[src/rtl/salamander_sndrom_arbiter.sv]
`default_nettype none
// ============================================================================
// Module   : salamander_sndrom_arbiter
// Purpose  : Shares one byte-wide external ROM read port between the K007232
//            PCM sample address (requester 0) and the VLM5030 speech ROM
//            address (requester 1). Each requester keeps a one-byte cache
//            tagged with the address it was fetched for; a tag miss raises a
//            fetch through a request/ack handshake with round-robin grant.
// Options  : `define SALAMANDER_SNDROM_TIMEOUT_EN enables the WAIT-state
//            abort counter and the sticky o_TIMEOUT flag.
// Revision : 1.0 - initial release
// ============================================================================
module salamander_sndrom_arbiter #(
    parameter int                MEM_AW   = 18,
    parameter logic [MEM_AW-1:0] VLM_BASE = 18'h20000,
    parameter logic [7:0]        TIMEOUT  = 8'd255
) (
    input  logic              i_EMU_MCLK,
    input  logic              i_EMU_INITRST_n,

    input  logic [16:0]       i_PCM_ADDR,
    output logic [7:0]        o_PCM_DATA,
    output logic              o_PCM_VALID,

    input  logic [13:0]       i_VLM_ADDR,
    input  logic              i_VLM_RD,
    output logic [7:0]        o_VLM_DATA,
    output logic              o_VLM_VALID,

    output logic [MEM_AW-1:0] o_MEM_ADDR,
    output logic              o_MEM_RDRQ,
    input  logic [7:0]        i_MEM_DATA,
    input  logic              i_MEM_ACK,

    output logic              o_TIMEOUT
);

    // ------------------------------------------------------------------------
    // State encoding
    // ------------------------------------------------------------------------
    typedef enum logic [1:0] {
        ST_IDLE  = 2'd0,
        ST_ISSUE = 2'd1,
        ST_WAIT  = 2'd2
    } state_t;

    localparam logic c_GRANT_PCM = 1'b0;
    localparam logic c_GRANT_VLM = 1'b1;

    // ------------------------------------------------------------------------
    // Registers
    // ------------------------------------------------------------------------
    state_t            r_state;
    logic [MEM_AW-1:0] r_mem_addr;
    logic              r_mem_rdrq;
    logic              r_grant;        // requester owning the fetch in flight
    logic              r_last_grant;   // requester served by the last fetch
    logic [16:0]       r_fetch_addr;   // requester-side address of the fetch

    logic [7:0]        r_pcm_data;
    logic [16:0]       r_tag0;
    logic              r_tag_valid0;

    logic [7:0]        r_vlm_data;
    logic [13:0]       r_tag1;
    logic              r_tag_valid1;

`ifdef SALAMANDER_SNDROM_TIMEOUT_EN
    logic [7:0]        r_to_cnt;
    logic              r_timeout;
`endif

    // ------------------------------------------------------------------------
    // Combinational decode
    // ------------------------------------------------------------------------
    logic              w_need0;
    logic              w_need1;
    logic              w_grant;
    logic [MEM_AW-1:0] w_pcm_mem_addr;
    logic [MEM_AW-1:0] w_vlm_mem_addr;
    logic              w_wait_done;
    logic [7:0]        w_fill_data;

    // A requester needs a fetch when its cached byte does not belong to its
    // current address; VLM only asks while its memory enable is high.
    assign w_need0 = ~r_tag_valid0 | (i_PCM_ADDR != r_tag0);
    assign w_need1 = i_VLM_RD & (~r_tag_valid1 | (i_VLM_ADDR != r_tag1));

    // Round-robin only matters on a tie; otherwise the sole requester wins.
    assign w_grant = (w_need0 & w_need1) ? ~r_last_grant : w_need1;

    // PCM region starts at zero; VLM region is offset and wraps in MEM_AW bits.
    assign w_pcm_mem_addr = MEM_AW'(i_PCM_ADDR);
    assign w_vlm_mem_addr = VLM_BASE + MEM_AW'(i_VLM_ADDR);

    // The cache outputs compare live addresses against the stored tag.
    assign o_PCM_VALID = r_tag_valid0 & (i_PCM_ADDR == r_tag0);
    assign o_VLM_VALID = r_tag_valid1 & (i_VLM_ADDR == r_tag1);

    assign o_PCM_DATA  = r_pcm_data;
    assign o_VLM_DATA  = r_vlm_data;
    assign o_MEM_ADDR  = r_mem_addr;
    assign o_MEM_RDRQ  = r_mem_rdrq;

`ifdef SALAMANDER_SNDROM_TIMEOUT_EN
    // ACK on the limit cycle takes priority, so the real byte is kept.
    assign w_wait_done = i_MEM_ACK | (r_to_cnt == 8'(TIMEOUT - 8'd1));
    assign w_fill_data = i_MEM_ACK ? i_MEM_DATA : 8'hFF;
    assign o_TIMEOUT   = r_timeout;
`else
    assign w_wait_done = i_MEM_ACK;
    assign w_fill_data = i_MEM_DATA;
    assign o_TIMEOUT   = 1'b0;
    wire [7:0] w_unused_timeout = TIMEOUT;
`endif

    // ------------------------------------------------------------------------
    // Fetch sequencer: arbitrate in IDLE, strobe in ISSUE, collect in WAIT.
    // ------------------------------------------------------------------------
    always_ff @(posedge i_EMU_MCLK) begin
        if (!i_EMU_INITRST_n) begin
            r_state      <= ST_IDLE;
            r_mem_addr   <= '0;
            r_mem_rdrq   <= 1'b0;
            r_grant      <= c_GRANT_PCM;
            r_last_grant <= c_GRANT_VLM;
            r_fetch_addr <= '0;
            r_pcm_data   <= 8'hFF;
            r_tag0       <= '0;
            r_tag_valid0 <= 1'b0;
            r_vlm_data   <= 8'hFF;
            r_tag1       <= '0;
            r_tag_valid1 <= 1'b0;
`ifdef SALAMANDER_SNDROM_TIMEOUT_EN
            r_to_cnt     <= '0;
            r_timeout    <= 1'b0;
`endif
        end else begin
            r_mem_rdrq <= 1'b0;
            case (r_state)
                ST_IDLE: begin
                    if (w_need0 | w_need1) begin
                        r_state    <= ST_ISSUE;
                        r_mem_rdrq <= 1'b1;
                        r_grant    <= w_grant;
                        if (w_grant == c_GRANT_VLM) begin
                            r_mem_addr   <= w_vlm_mem_addr;
                            r_fetch_addr <= {3'b000, i_VLM_ADDR};
                        end else begin
                            r_mem_addr   <= w_pcm_mem_addr;
                            r_fetch_addr <= i_PCM_ADDR;
                        end
                    end
                end

                ST_ISSUE: begin
                    // Any ACK seen here precedes our strobe and is ignored.
                    r_state <= ST_WAIT;
`ifdef SALAMANDER_SNDROM_TIMEOUT_EN
                    r_to_cnt <= '0;
`endif
                end

                ST_WAIT: begin
                    if (w_wait_done) begin
                        // The tag is the address the fetch was issued for, so
                        // a mid-fetch address change shows as a miss and
                        // triggers a refetch rather than a mis-tagged byte.
                        r_state      <= ST_IDLE;
                        r_last_grant <= r_grant;
                        if (r_grant == c_GRANT_VLM) begin
                            r_vlm_data   <= w_fill_data;
                            r_tag1       <= r_fetch_addr[13:0];
                            r_tag_valid1 <= 1'b1;
                        end else begin
                            r_pcm_data   <= w_fill_data;
                            r_tag0       <= r_fetch_addr;
                            r_tag_valid0 <= 1'b1;
                        end
`ifdef SALAMANDER_SNDROM_TIMEOUT_EN
                        if (!i_MEM_ACK) begin
                            r_timeout <= 1'b1;
                        end
`endif
                    end
`ifdef SALAMANDER_SNDROM_TIMEOUT_EN
                    else begin
                        r_to_cnt <= r_to_cnt + 8'd1;
                    end
`endif
                end

                default: begin
                    r_state <= ST_IDLE;
                end
            endcase
        end
    end

endmodule
`default_nettype wire
[config.mk]
export PLATFORM = sky130hd
export DESIGN_NAME = salamander_sndrom_arbiter
export DESIGN_NICKNAME = d
export VERILOG_FILES = /design/src/rtl/salamander_sndrom_arbiter.sv
export SDC_FILE = /design/constraint.sdc
export NUM_CORES = 1
export LEC_CHECK = 0
export BUFFER_PORTS_ARGS = -buffer_cell sky130_fd_sc_hd__buf_4
export CAP_MARGIN = 10
export CORE_MARGIN = 5
export CORE_UTILIZATION = 47
export CTS_BUF_LIST = sky130_fd_sc_hd__clkbuf_16
export DETAILED_ROUTE_END_ITERATION = 7
export PLACE_DENSITY = 0.79
export SLEW_MARGIN = 10
export SYNTH_ARGS = -nofsm -noshare
export SYNTH_HDL_FRONTEND = slang
export SYNTH_SLANG_ARGS = --single-unit
[constraint.sdc]
create_clock -name i_EMU_MCLK -period 1.89 [get_ports i_EMU_MCLK]
set_clock_uncertainty 0.05 [all_clocks]
set_input_delay 0.2835 -clock i_EMU_MCLK [delete_from_list [all_inputs] [get_ports i_EMU_MCLK]]
set_output_delay 0.2835 -clock i_EMU_MCLK [all_outputs]
set_load 0.02 [all_outputs]
Word-level counts from Yosys, hierarchy flattened
Cells that the tools add are included.
Widths: inputs -> output; s select.
{ "op_classes": {"eq_ne": 8, "mux": 7, "addsub": 1, "reduce_logical": 7, "bitwise_logic": 11} }
{ "ops": {"columns": ["operator", "n"], "rows": [
  ["$add 18x14->18 const A", 1],
  ["$mux 18", 1],
  ["$eq 17x17->1", 1],
  ["$mux 17", 1],
  ["$ne 17x17->1", 1],
  ["$eq 14x14->1", 1],
  ["$ne 14x14->1", 1],
  ["$reduce_and 2->1", 4],
  ["$pmux 2 s3", 1],
  ["$reduce_and 3->1", 2],
  ["$and 1x1->1", 4],
  ["$mux 2", 2],
  ["$ne 2x2->1 const B", 2],
  ["$not 1->1", 4],
  ["$or 1x1->1", 3],
  ["$eq 2x1->1 const B", 1],
  ["$eq 2x2->1 const B", 1],
  ["$logic_not 2->1", 1],
  ["$mux 1", 2]
]} }
{ "word_totals": {"reg_bits": 89, "output_inout_bits": 38, "inputBits": 43} }

Longest topological paths before layout
{ "depth": {"ltp_word": 6, "depth_mapped": 8} }

Least setup slack after synthesis
OpenSTA, ideal clock, no wires.
{ "synth_timing": {"path_type": "register -> register", "start": "register r_tag0[15]", "end": "register r_mem_addr[0] (netlist: o_MEM_ADDR[0])", "path_stages_with_launch": 8, "setup_ns": 0.118, "slack_ns": -0.048, "period_less_slack_ns": 1.938, "t_arrival_ns": 1.770, "t_required_ns": 1.722, "cell_sequence": "dfxtp_1 > xor2_1 > nor4_1 > nand3_1 > nor2_1 > o21bai_2 > buf_4 > o2111a_1"} }
{ "synth_via": {"elab_chain_cells": 5, "elab_cells_between_ends": 7, "classes_between": "1 x eq/ne; 2 x mux; 3 x bitwise; 1 x reduce/logical"} }
{ "synth_lines": {"columns": ["element", "line_no", "text"], "rows": [
  ["start: declaration", "61", "logic [16:0] r_tag0;"],
  ["start signal: assignment", "177", "r_tag0 <= r_fetch_addr;"],
  ["$ne 17x17->1 (*)", "86", "assign w_need0 = ~r_tag_valid0 | (i_PCM_ADDR != r_tag0);"],
  ["$or 1x1->1 (*)", "86", null],
  ["$and 1x1->1", "90", "assign w_grant = (w_need0 & w_need1) ? ~r_last_grant : w_need1;"],
  ["$mux 1", "90", null],
  ["$mux 18", "146", "if (w_grant == c_GRANT_VLM) begin"],
  ["end signal: assignment", "147", "r_mem_addr <= w_vlm_mem_addr;"],
  ["end signal: assignment", "150", "r_mem_addr <= w_pcm_mem_addr;"],
  ["end: declaration", "54", "logic [MEM_AW-1:0] r_mem_addr;"]
]} }
Mark *: on every way between the ends. The rest lies on a longest branch, timed or not.
A chain may end at the register's enable or synchronous reset.

Worst setup path after layout
{ "layout_timing": {"start": "register r_tag1[4]", "end": "output port o_VLM_VALID"} }
{ "layout_via": {"elab_chain_cells": 2} }
{ "layout_lines": {"columns": ["element", "line_no", "text"], "rows": [
  ["start: declaration", "65", "logic [13:0] r_tag1;"],
  ["start signal: assignment", "173", "r_tag1 <= r_fetch_addr[13:0];"],
  ["$eq 14x14->1", "98", "assign o_VLM_VALID = r_tag_valid1 & (i_VLM_ADDR == r_tag1);"],
  ["$and 1x1->1", "98", null],
  ["end: declaration", "28", "output logic o_VLM_VALID,"]
]} }
No other way between the ends.

==> impl_metrics.env <==
export IMPL_outcome="complete, but fails checks"
export IMPL_violations="setup timing"
export IMPL_hold_depth=3
export IMPL_power_switching_uw=957
export IMPL_grt_max_degree=38
export IMPL_die_area_mm2=0.00822
export IMPL_ys_types=30
export IMPL_htree_levels=3
export IMPL_seq_area_frac_synth_pct=46.5
export IMPL_setup_ws_ns=-0.203
export IMPL_preCtsSetupSlack_ns=-0.316
export IMPL_ys_async_sr_fraction_pct=0
export IMPL_io_buffers=79
export IMPL_avgSynthCellArea_um2=8.57
export IMPL_ys_ff_latch=71
export IMPL_cp_start_kind="register"
export IMPL_start_util_pct=48.2
export IMPL_cts_root_buf="clkbuf_16"
export IMPL_path_class="register to primary output"
export IMPL_p_int_mw=2.84
export IMPL_layout_common_cells="98 x nand2_1, 92 x buf_4, 63 x dfxtp_1"
export IMPL_worstPathMaxFanout=5
export IMPL_grt_overflow=0
export IMPL_power_share_switching_pct=25.2
export IMPL_grtUsageTotal_pct=20.7
export IMPL_max_clock_freq_mhz=478
export IMPL_grt_first_pass_wirelength_um=13900
export IMPL_drv_cap=0
export IMPL_hp_class="primary input to register"
export IMPL_clock_sinks=71
export IMPL_wl_um=8750
export IMPL_leakage_nw=1.76
export IMPL_placed_cells=501
export IMPL_rows=29
export IMPL_finalSetupViolations=19
export IMPL_cts_hold_buf=0
export IMPL_rr_startpoint="r_tag1[4]"
export IMPL_syn_to_final_growth_pct=37.6
export IMPL_min_period_ns=2.09
export IMPL_max_slew_margin_pct=63.3
export IMPL_grt_pass1_vias=2824
export IMPL_worst_pin_slew_ns=0.551
export IMPL_worstPathArrival_ns=1.76
export IMPL_vias_per_cell=5.45
export IMPL_drv_slew=0
export IMPL_drt_iter0_drc=228
export IMPL_seqPwrFrac_pct=43.0
export IMPL_synth_net_count=400
export IMPL_cts_made_buffers=9
export IMPL_antenna_left=0
export IMPL_cp_required_ns=1.56
export IMPL_core_area_mm2=0.00635
export IMPL_avgRoutedWirePerCell_um=16.8
export IMPL_synth_top_cell_area_share_pct=46.5
export IMPL_hp_start="i_MEM_DATA[0]"
export IMPL_total_power_mw=3.79
export IMPL_synthFlopType="dfxtp_1"
export IMPL_worstSetupStartpoint="r_tag1[4]"
export IMPL_rsz0062_at_grt="true"
export IMPL_syn_inst=357
export IMPL_dp_hpwl_um=5660
export IMPL_place_congestion=0.794
export IMPL_final_common_cell="nand2_1"
export IMPL_setup_worst_path_end_class="primary output"
export IMPL_rr_worst_depth=6
export IMPL_insertedDiodeCount=0
export IMPL_clock_latency_ns=0.33
export IMPL_synthTopCellsByArea="dfxtp_1 46%, nand2_1 12%, a21oi_1 5.4%, o2111a_1 5.2%, xor2_1 4.6%"
export IMPL_p_clk_share_pct=42.0
export IMPL_drive_gt1_share_pct=31.8
export IMPL_vias=2842
export IMPL_setup_tns_ns=-2.83
export IMPL_io_pins=81
export IMPL_synth_edf_count=0
export IMPL_antenna_found_initial=0
export IMPL_layout_nets=482
export IMPL_finalCritPeriodShare_pct=111
export IMPL_finalHoldViolations=0
export IMPL_powerDensity_mw_per_mm2=902
export IMPL_die_w_um=90.7
export IMPL_stdcell_count=521
export IMPL_yosys_area_top_type="dfxtp_1"
export IMPL_dr_pass1_iters=4
export IMPL_irDropWorstVdd_v=0.000561
export IMPL_path_clk_slew_ns=0.05
export IMPL_syn_cell_area_mm2=0.00306
export IMPL_drc=0
export IMPL_yosysWarnings=0
export IMPL_die_h_um=90.7
export IMPL_comb_power_share_pct=15.1
export IMPL_cts_buffer_depth=2
export IMPL_cts_tree="yes"
## per-layer routing
metal  global-route usage (%)  routed length [um]
met1                     25.8                3670
met2                     32.6                4100
met3                     7.67                 836
met4                     7.44                 145
met5                        0                   0
## cell usage after synthesis, types with 2 or more instances
master,instances
buf_4,3
clkbuf_1,19
xnor2_1,15
o2111a_1,14
a21oi_1,33
inv_1,3
nand3b_1,14
dfxtp_1,71
nor2_1,11
nand3_2,2
nand3_1,20
a32o_1,3
xor2_1,16
or3b_1,14
buf_2,2
nand2_1,98
nand4_1,3
nor4_1,4
## worst max-delay path, stage by stage (launching register included)
cell and delay [ns]:
dfxtp_2 0.33, xnor2_2 0.18, nand3_2 0.11, or4_4 0.59, inv_2 0.10, buf_6 0.11
## timing repair
| item | CTS | global route |
|---|---|---|
| resized for setup | 12 | 15 |
| setup buffers | 1 | 1 |
| pin swaps | 10 | 15 |
| cloned | 0 | 2 |
| endpoints found under the setup margin | 20 | 20 |
## cell type report
class / count / area (um2)
Clock buffer: 9 / 225
Clock inverter: 7 / 56.3
Fill cell: 496 / 2140
Inverter: 3 / 11.3
Multi-Input combinational cell: 259 / 1660
Sequential cell: 71 / 1430
Tap cell: 77 / 96.3
Timing Repair Buffer: 95 / 724
## through the flow
step	hold WS (ns)	util, %	area [um2]
after global placement	0.399	59.1	3750
after detailed placement	0.404	59.1	3750
after CTS	0.119	64.6	4100
after global routing	0.128	66.3	4210
final	0.120	66.3	4210
after floorplan	0.357	-	3070
## state kept, by name, summed over array words and instances, names as in the netlist
name / flops
o_MEM_ADDR: 18
r_tag0: 17
r_tag1: 14
o_PCM_DATA: 8
o_VLM_DATA: 8
r_state: 2
o_MEM_RDRQ: 1
r_last_grant: 1
r_tag_valid0: 1
r_tag_valid1: 1
## power by group through the flow
| stage | combinational (mW) | clock (mW) | sequential (mW) |
|---|---|---|---|
| 2_1_floorplan | 0.239 | 0 | 1.71 |
| 6_report | 0.571 | 1.59 | 1.63 |
| 3_5_place_dp | 0.543 | 0 | 1.66 |
| 3_3_place_gp | 0.531 | 0 | 1.66 |
| 4_1_cts | 0.554 | 1.61 | 1.63 |
| 5_1_grt | 0.619 | 1.68 | 1.64 |
## final timing paths
path	end	slack [ns]
setup / recovery	o_VLM_VALID	-0.20
hold / removal	o_PCM_DATA[0]	0.12
setup reg to reg	o_MEM_ADDR[13]	-0.20
hold reg to reg	r_tag0[0]	0.41
## cell families (layout without fill, tap and decap cells)
logic type	after synthesis	in the layout	synth area share, %
xor gates and xnor gates	31	31	8.88
other	1	1	0.123
muxes	1	1	0.327
and+or+nand+nor	171	172	27.6
AOI/OAI and AO/OA	53	54	12.4
DFF	71	71	46.5
buffers and inverters	29	114	4.26
(Power assumes the default switching activity.)
